**src/rtl/barrel_pkg.sv**
```systemverilog
// Shared types and constants for barrel_normalizer and its search stage.
package barrel_pkg;

    localparam int DATA_W_DEFAULT = 32;

    typedef enum logic [1:0] {
        IDLE,
        SEARCH,
        DONE
    } state_t;

    // Stage k of the log-step search moves the word by 2^k bits.
    function automatic logic [31:0] stepOf(input logic [31:0] k);
        return 32'd1 << k;
    endfunction

endpackage

```
**src/rtl/barrel_normalizer_norm_step.sv**
```systemverilog
// One combinational stage of the normalizing search: shift by i_step if the top bits allow it.
module norm_step #(
    parameter int DATA_W = 32,
    parameter int AMT_W  = $clog2(DATA_W)
) (
    input  logic [DATA_W-1:0] i_word,
    input  logic              i_sgn,
    input  logic [AMT_W-1:0]  i_step,
    output logic [DATA_W-1:0] o_word,
    output logic              o_take
);

    logic [DATA_W-1:0] w_topMask;
    logic [DATA_W-1:0] w_probe;

    // In signed mode the probe holds adjacent-bit differences, so s clear probe bits mean s+1 equal sign bits.
    assign w_topMask = ~({DATA_W{1'b1}} >> i_step);
    assign w_probe   = i_sgn ? (i_word ^ (i_word << 1)) : i_word;
    assign o_take    = (w_probe & w_topMask) == '0;
    assign o_word    = o_take ? (i_word << i_step) : i_word;

endmodule

```
**src/rtl/barrel_normalizer.sv**
```systemverilog
// Multi-cycle normalizer: recovers the left-shift distance of a word, one search stage per clock.
// Define BARREL_NORMALIZER_CHECK_EN to add the CHK_ERR reverse-shift self-check output.
module barrel_normalizer
    import barrel_pkg::*;
#(
    parameter int DATA_W = DATA_W_DEFAULT,
    localparam int AMT_W = $clog2(DATA_W)
) (
    input  logic              Clk_s,
    input  logic              Rst_n,
    input  logic              IN_VALID,
    output logic              IN_READY,
    input  logic              SGN,
    input  logic [DATA_W-1:0] D_IN,
    output logic              OUT_VALID,
    input  logic              OUT_READY,
    output logic [DATA_W-1:0] D_OUT,
    output logic [AMT_W-1:0]  SH_AMT,
    output logic              ZERO
`ifdef BARREL_NORMALIZER_CHECK_EN
    ,
    output logic              CHK_ERR
`endif
);

    state_t            r_state;
    logic [AMT_W-1:0]  r_k;
    logic [DATA_W-1:0] r_word;
    logic [AMT_W-1:0]  r_amt;
    logic              r_sgn;
    logic              r_inReady;
    logic              r_outValid;
    logic [DATA_W-1:0] r_dOut;
    logic [AMT_W-1:0]  r_shAmt;
    logic              r_zero;

    logic [DATA_W-1:0] w_stepWord;
    logic              w_take;
    logic [AMT_W-1:0]  w_step;
    logic              w_isZero;

    assign w_step = AMT_W'(stepOf(32'(r_k)));

    // A non-zero word never shifts to zero, so the working word alone tells us the input was zero.
    assign w_isZero = (r_word == '0);

    norm_step #(
        .DATA_W (DATA_W),
        .AMT_W  (AMT_W)
    ) u_normStep (
        .i_word (r_word),
        .i_sgn  (r_sgn),
        .i_step (w_step),
        .o_word (w_stepWord),
        .o_take (w_take)
    );

    // DONE spends its first cycle loading the result registers, giving a fixed AMT_W+1 latency.
    always_ff @(posedge Clk_s) begin
        if (!Rst_n) begin
            r_state    <= IDLE;
            r_k        <= '0;
            r_word     <= '0;
            r_amt      <= '0;
            r_sgn      <= 1'b0;
            r_inReady  <= 1'b1;
            r_outValid <= 1'b0;
            r_dOut     <= '0;
            r_shAmt    <= '0;
            r_zero     <= 1'b0;
        end else begin
            case (r_state)
                IDLE: begin
                    if (IN_VALID) begin
                        r_word    <= D_IN;
                        r_sgn     <= SGN;
                        r_amt     <= '0;
                        r_k       <= AMT_W'(AMT_W - 1);
                        r_inReady <= 1'b0;
                        r_state   <= SEARCH;
                    end
                end
                SEARCH: begin
                    r_word <= w_stepWord;
                    if (w_take) begin
                        r_amt <= r_amt + w_step;
                    end
                    if (r_k == '0) begin
                        r_state <= DONE;
                    end else begin
                        r_k <= r_k - AMT_W'(1);
                    end
                end
                DONE: begin
                    if (!r_outValid) begin
                        r_outValid <= 1'b1;
                        r_dOut     <= w_isZero ? '0 : r_word;
                        r_shAmt    <= w_isZero ? '0 : r_amt;
                        r_zero     <= w_isZero;
                    end else if (OUT_READY) begin
                        r_outValid <= 1'b0;
                        r_inReady  <= 1'b1;
                        r_state    <= IDLE;
                    end
                end
                default: r_state <= IDLE;
            endcase
        end
    end

`ifdef BARREL_NORMALIZER_CHECK_EN
    logic [DATA_W-1:0]        r_dIn;
    logic                     r_chkErr;
    logic signed [DATA_W-1:0] w_arith;
    logic [DATA_W-1:0]        w_unshift;

    assign w_arith   = $signed(r_word) >>> r_amt;
    assign w_unshift = r_sgn ? w_arith : (r_word >> r_amt);

    // Undo the shift independently of the search and compare with the captured input.
    always_ff @(posedge Clk_s) begin
        if (!Rst_n) begin
            r_dIn    <= '0;
            r_chkErr <= 1'b0;
        end else begin
            if (r_state == IDLE && IN_VALID) begin
                r_dIn <= D_IN;
            end
            if (r_state == DONE && !r_outValid) begin
                r_chkErr <= !w_isZero && (w_unshift != r_dIn);
            end
        end
    end

    assign CHK_ERR = r_chkErr;
`endif

    assign IN_READY  = r_inReady;
    assign OUT_VALID = r_outValid;
    assign D_OUT     = r_dOut;
    assign SH_AMT    = r_shAmt;
    assign ZERO      = r_zero;

endmodule

```
**config.mk**
```make
export PLATFORM = sky130hd
export DESIGN_NAME = barrel_normalizer
export DESIGN_NICKNAME = d
export VERILOG_FILES = /design/src/rtl/barrel_pkg.sv /design/src/rtl/barrel_normalizer_norm_step.sv /design/src/rtl/barrel_normalizer.sv
export SDC_FILE = /design/constraint.sdc
export NUM_CORES = 1
export LEC_CHECK = 0
export ABC_AREA = 1
export BUFFER_PORTS_ARGS = -buffer_cell sky130_fd_sc_hd__clkbuf_2
export CORE_MARGIN = 8
export CORE_UTILIZATION = 30
export DETAILED_ROUTE_END_ITERATION = 10
export PLACE_DENSITY_LB_ADDON = 0.08
export SKIP_CTS_REPAIR_TIMING = 1
export SLEW_MARGIN = 20
export SYNTH_ARGS = -nofsm -noshare
export SYNTH_HDL_FRONTEND = slang
export SYNTH_SLANG_ARGS = --single-unit
export TNS_END_PERCENT = 50
```
**constraint.sdc**
```tcl
create_clock -name Clk_s -period 2.15 [get_ports Clk_s]
set_clock_uncertainty 0.1 [all_clocks]
set_input_delay 0 -clock Clk_s [delete_from_list [all_inputs] [get_ports Clk_s]]
set_output_delay 0 -clock Clk_s [all_outputs]
set_load 0.02 [all_outputs]
```
==> impl_metrics.yaml <==
outcome:
  status: "complete, but fails checks"
  violations: "hold timing, setup timing"
placed_design:
  post_dp_cell_area_sq_mm: 0.00729
  io_buffers: 76
  placed_cells: 1357
  gp_congestion: 0.888
  hpwl_microns: 18300
detailed_routing:
  drtAntennaViolNets: 0
  dr.pass1.iters: 5
  post_drt_wl_per_cell_microns: 17.2
  routed_wl_microns: 24400
  vias: 7031
  drt-vias-per-instance: 4.96
  drc: 0
  drt-initial-drc-count: 541
floorplan:
  num_rows: 51
  io_pins: 77
  die_y_microns: 156
  core_area_sq_mm: 0.0193
  die_area_sq_mm: 0.0243
  die_w_microns: 156
  start_util_pct: 30.4
logic_synthesis:
  syn_nets: 1018
  ys_seq_area_share_pct: 29.0
  ys_seq_elements: 85
  synth_edf_count: 0
  synth_area_per_cell_sq_um: 6.13
  syn_inst: 958
  synth-main-ff-cell: "dfxtp_1"
  synth_top_area_share_pct: 29.0
  async_flop_share_pct: 0
  ys_top_cells_by_area: "dfxtp_1 29%, nand2_1 20%, nand3_1 11%"
  synth.distinct_cells: 40
  yosys_warnings: 0
  synth_top_area_cell: "dfxtp_1"
  netlist_area_sq_mm: 0.00587
timing:
  rsz0062_at_grt: "true"
  max_slew_margin_pct: 67.4
  fin_ws_ns: -0.00887
  report.final.slew_viol_count: 0
  tightestPinTransition_ns: 0.486
  post-route-min-period_ns: 2.16
  hold_ws_ns: -0.0495
  setup_viol: 1
  timing.fmax_mhz: 463
  hold_viol_final: 6
  fin_crit_sh_pct: 100
cells_and_area:
  drive_gt1_share_pct: 26.5
  fin_util_pct: 42.7
  final_common_cell: "nand2_1"
  stdcell_count: 1417
  fin_area_sq_mm: 0.00825
  layout_common_cells: "306 x nand2_1, 121 x nand3_1, 111 x buf_4"
  fin_nets: 1206
  fill_cells: 2132
  area_delta_synth_final_pct: 40.5
global_route:
  grt_util_met2_pct: 30.3
  use_met1_pct: 27.5
  grt_pass1_wl_microns: 36900
  grt-ovfl-total: 0
  grt.busiest_layer: "met2"
  grt_pass1_vias: 6409
  grt_max_degree: 39
  antenna_found_initial: 1
  globalRouteMet3Util_pct: 3.41
  grt_use_total_pct: 19.7
worst_setup_path:
  critPathCaptureType: "register"
  critPathMaxStageDelay_ns: 0.36
  worstSetupPathType: "reg2reg"
  crit_chain: "nor2_4 > nand2_2 > nor2_4 > buf_6 > ha_4 > inv_2 > fa_2 > o21bai_1 > a21oi_1 > xnor2_1 > o21ai_1 > o211a_1"
  critPathLaunchType: "register"
  crit_slowest_cell: "dfxtp_4"
  cp.required_ns: 2.35
  crit_top_cell: "nor2_4"
  cp_max_fo: 5
  cp.arrival_ns: 2.35
power:
  vdd_ir_drop_max_mv: 0.493
  p_leak_nw: 3.81
  powerDensity_mw_per_mm2: 1300
  finalPower_mw: 10.7
clock_network:
  cts_tree: "yes"
  clock_latency_ns: 0.36
  clockBufferDepth: 2
  htreeDepth: 3
  path_clk_slew_ns: 0.06
  numCtsBuffers: 9
  cts_root_buf: "clkbuf_16"
  clock_sinks: 85
min_path:
  hold_class: "in2reg"
run:
  cap_violations: 0
## sequential cells by signal, summed over array words and instances, names as in the netlist
name       cells
D_OUT         32
IN_READY       1
OUT_VALID      1
SH_AMT         5
ZERO           1
r_amt          5
r_k            5
r_sgn          1
r_state        2
r_word        32
## logic make-up (layout without fill, tap and decap cells)
kind of cell / count (synthesis) / in the layout / synth area share (%)
buffers and inverters: 130 / 323 / 9.40
other: 0 / 1 / 0
xor gates and xnor gates: 6 / 6 / 0.895
and+or+nand+nor: 531 / 531 / 39.3
DFF: 85 / 85 / 29.0
adders and majority gates: 23 / 23 / 5.03
AOI/OAI and AO/OA: 183 / 183 / 16.4
## report_power, final
part           switching, mW  total [mW]  internal (mW)
Clock                  0.709        1.64          0.936
Sequential             0.330        2.26           1.93
Combinational           4.02        6.78           2.76
## layout make-up
cell class / instances / area (sq um) / area share (%)
tap: 265 / 332 / 4.02
inverter: 72 / 280 / 3.40
timing repair buffer: 234 / 1800 / 21.9
clock buffer: 11 / 243 / 2.94
multi-input combinational: 743 / 3790 / 45.9
antenna: 1 / 2.50 / 0.0303
sequential: 85 / 1740 / 21.0
clock inverter: 5 / 58.8 / 0.713
timing repair inverter: 1 / 7.51 / 0.0910
## routing by layer
layer | vias to the layer above | part of all wire (%)
li1 | 3539 | -
met1 | 3259 | 49
met2 | 209 | 44
met3 | 24 | 5.4
met4 | 0 | 1.4
met5 | - | 0
## critical path, delay by kind of cell, from the launching register on
kind | cells | cell delay, ns
buffers and inverters | 2 | 0.15
adder cells (fa/ha/maj) | 2 | 0.46
AO/OA/AOI/OAI | 4 | 0.53
XOR/XNOR | 1 | 0.13
AND/OR/NAND/NOR | 3 | 0.37
flip-flops | 1 | 0.36
## synthesized netlist by cell type, types with 3 or more instances
cell and n:
o21ai_0 52, nand2_2 3, inv_2 3, buf_4 3, buf_6 3, nand3_2 3
xor2_1 5, dfxtp_1 85, or2_2 10, nand2_1 312, o21ai_1 20, a21oi_1 95
nand3_1 124, nor2_1 48, o211ai_1 4, a211oi_1 3, buf_2 22, nor2_4 3
buf_1 7, inv_1 67, ha_1 22, clkbuf_1 23, nor3_1 4, nand4_1 18
## metrics by stage
stage / TNS (ns) / worst slack, ns
after floorplan: -0.00156 / -0.00156
after global routing: -1.71 / -0.107
final: -0.00887 / -0.00887
after detailed placement: -2.17 / -0.104
after CTS: -2.80 / -0.119
after global placement: -2.70 / -0.124
## worst paths after layout
path	from	to	slack [ns]	depth (start not counted)
setup / recovery	r_k[4]	r_amt[4]	-0.009	12
hold reg to reg	D_OUT[13]	D_OUT[13]	0.36	2
setup reg to reg	r_k[4]	r_amt[4]	-0.009	12
hold / removal	D_IN[18]	r_word[18]	-0.05	4
No activity file was read; power rests on OpenSTA's default activity.
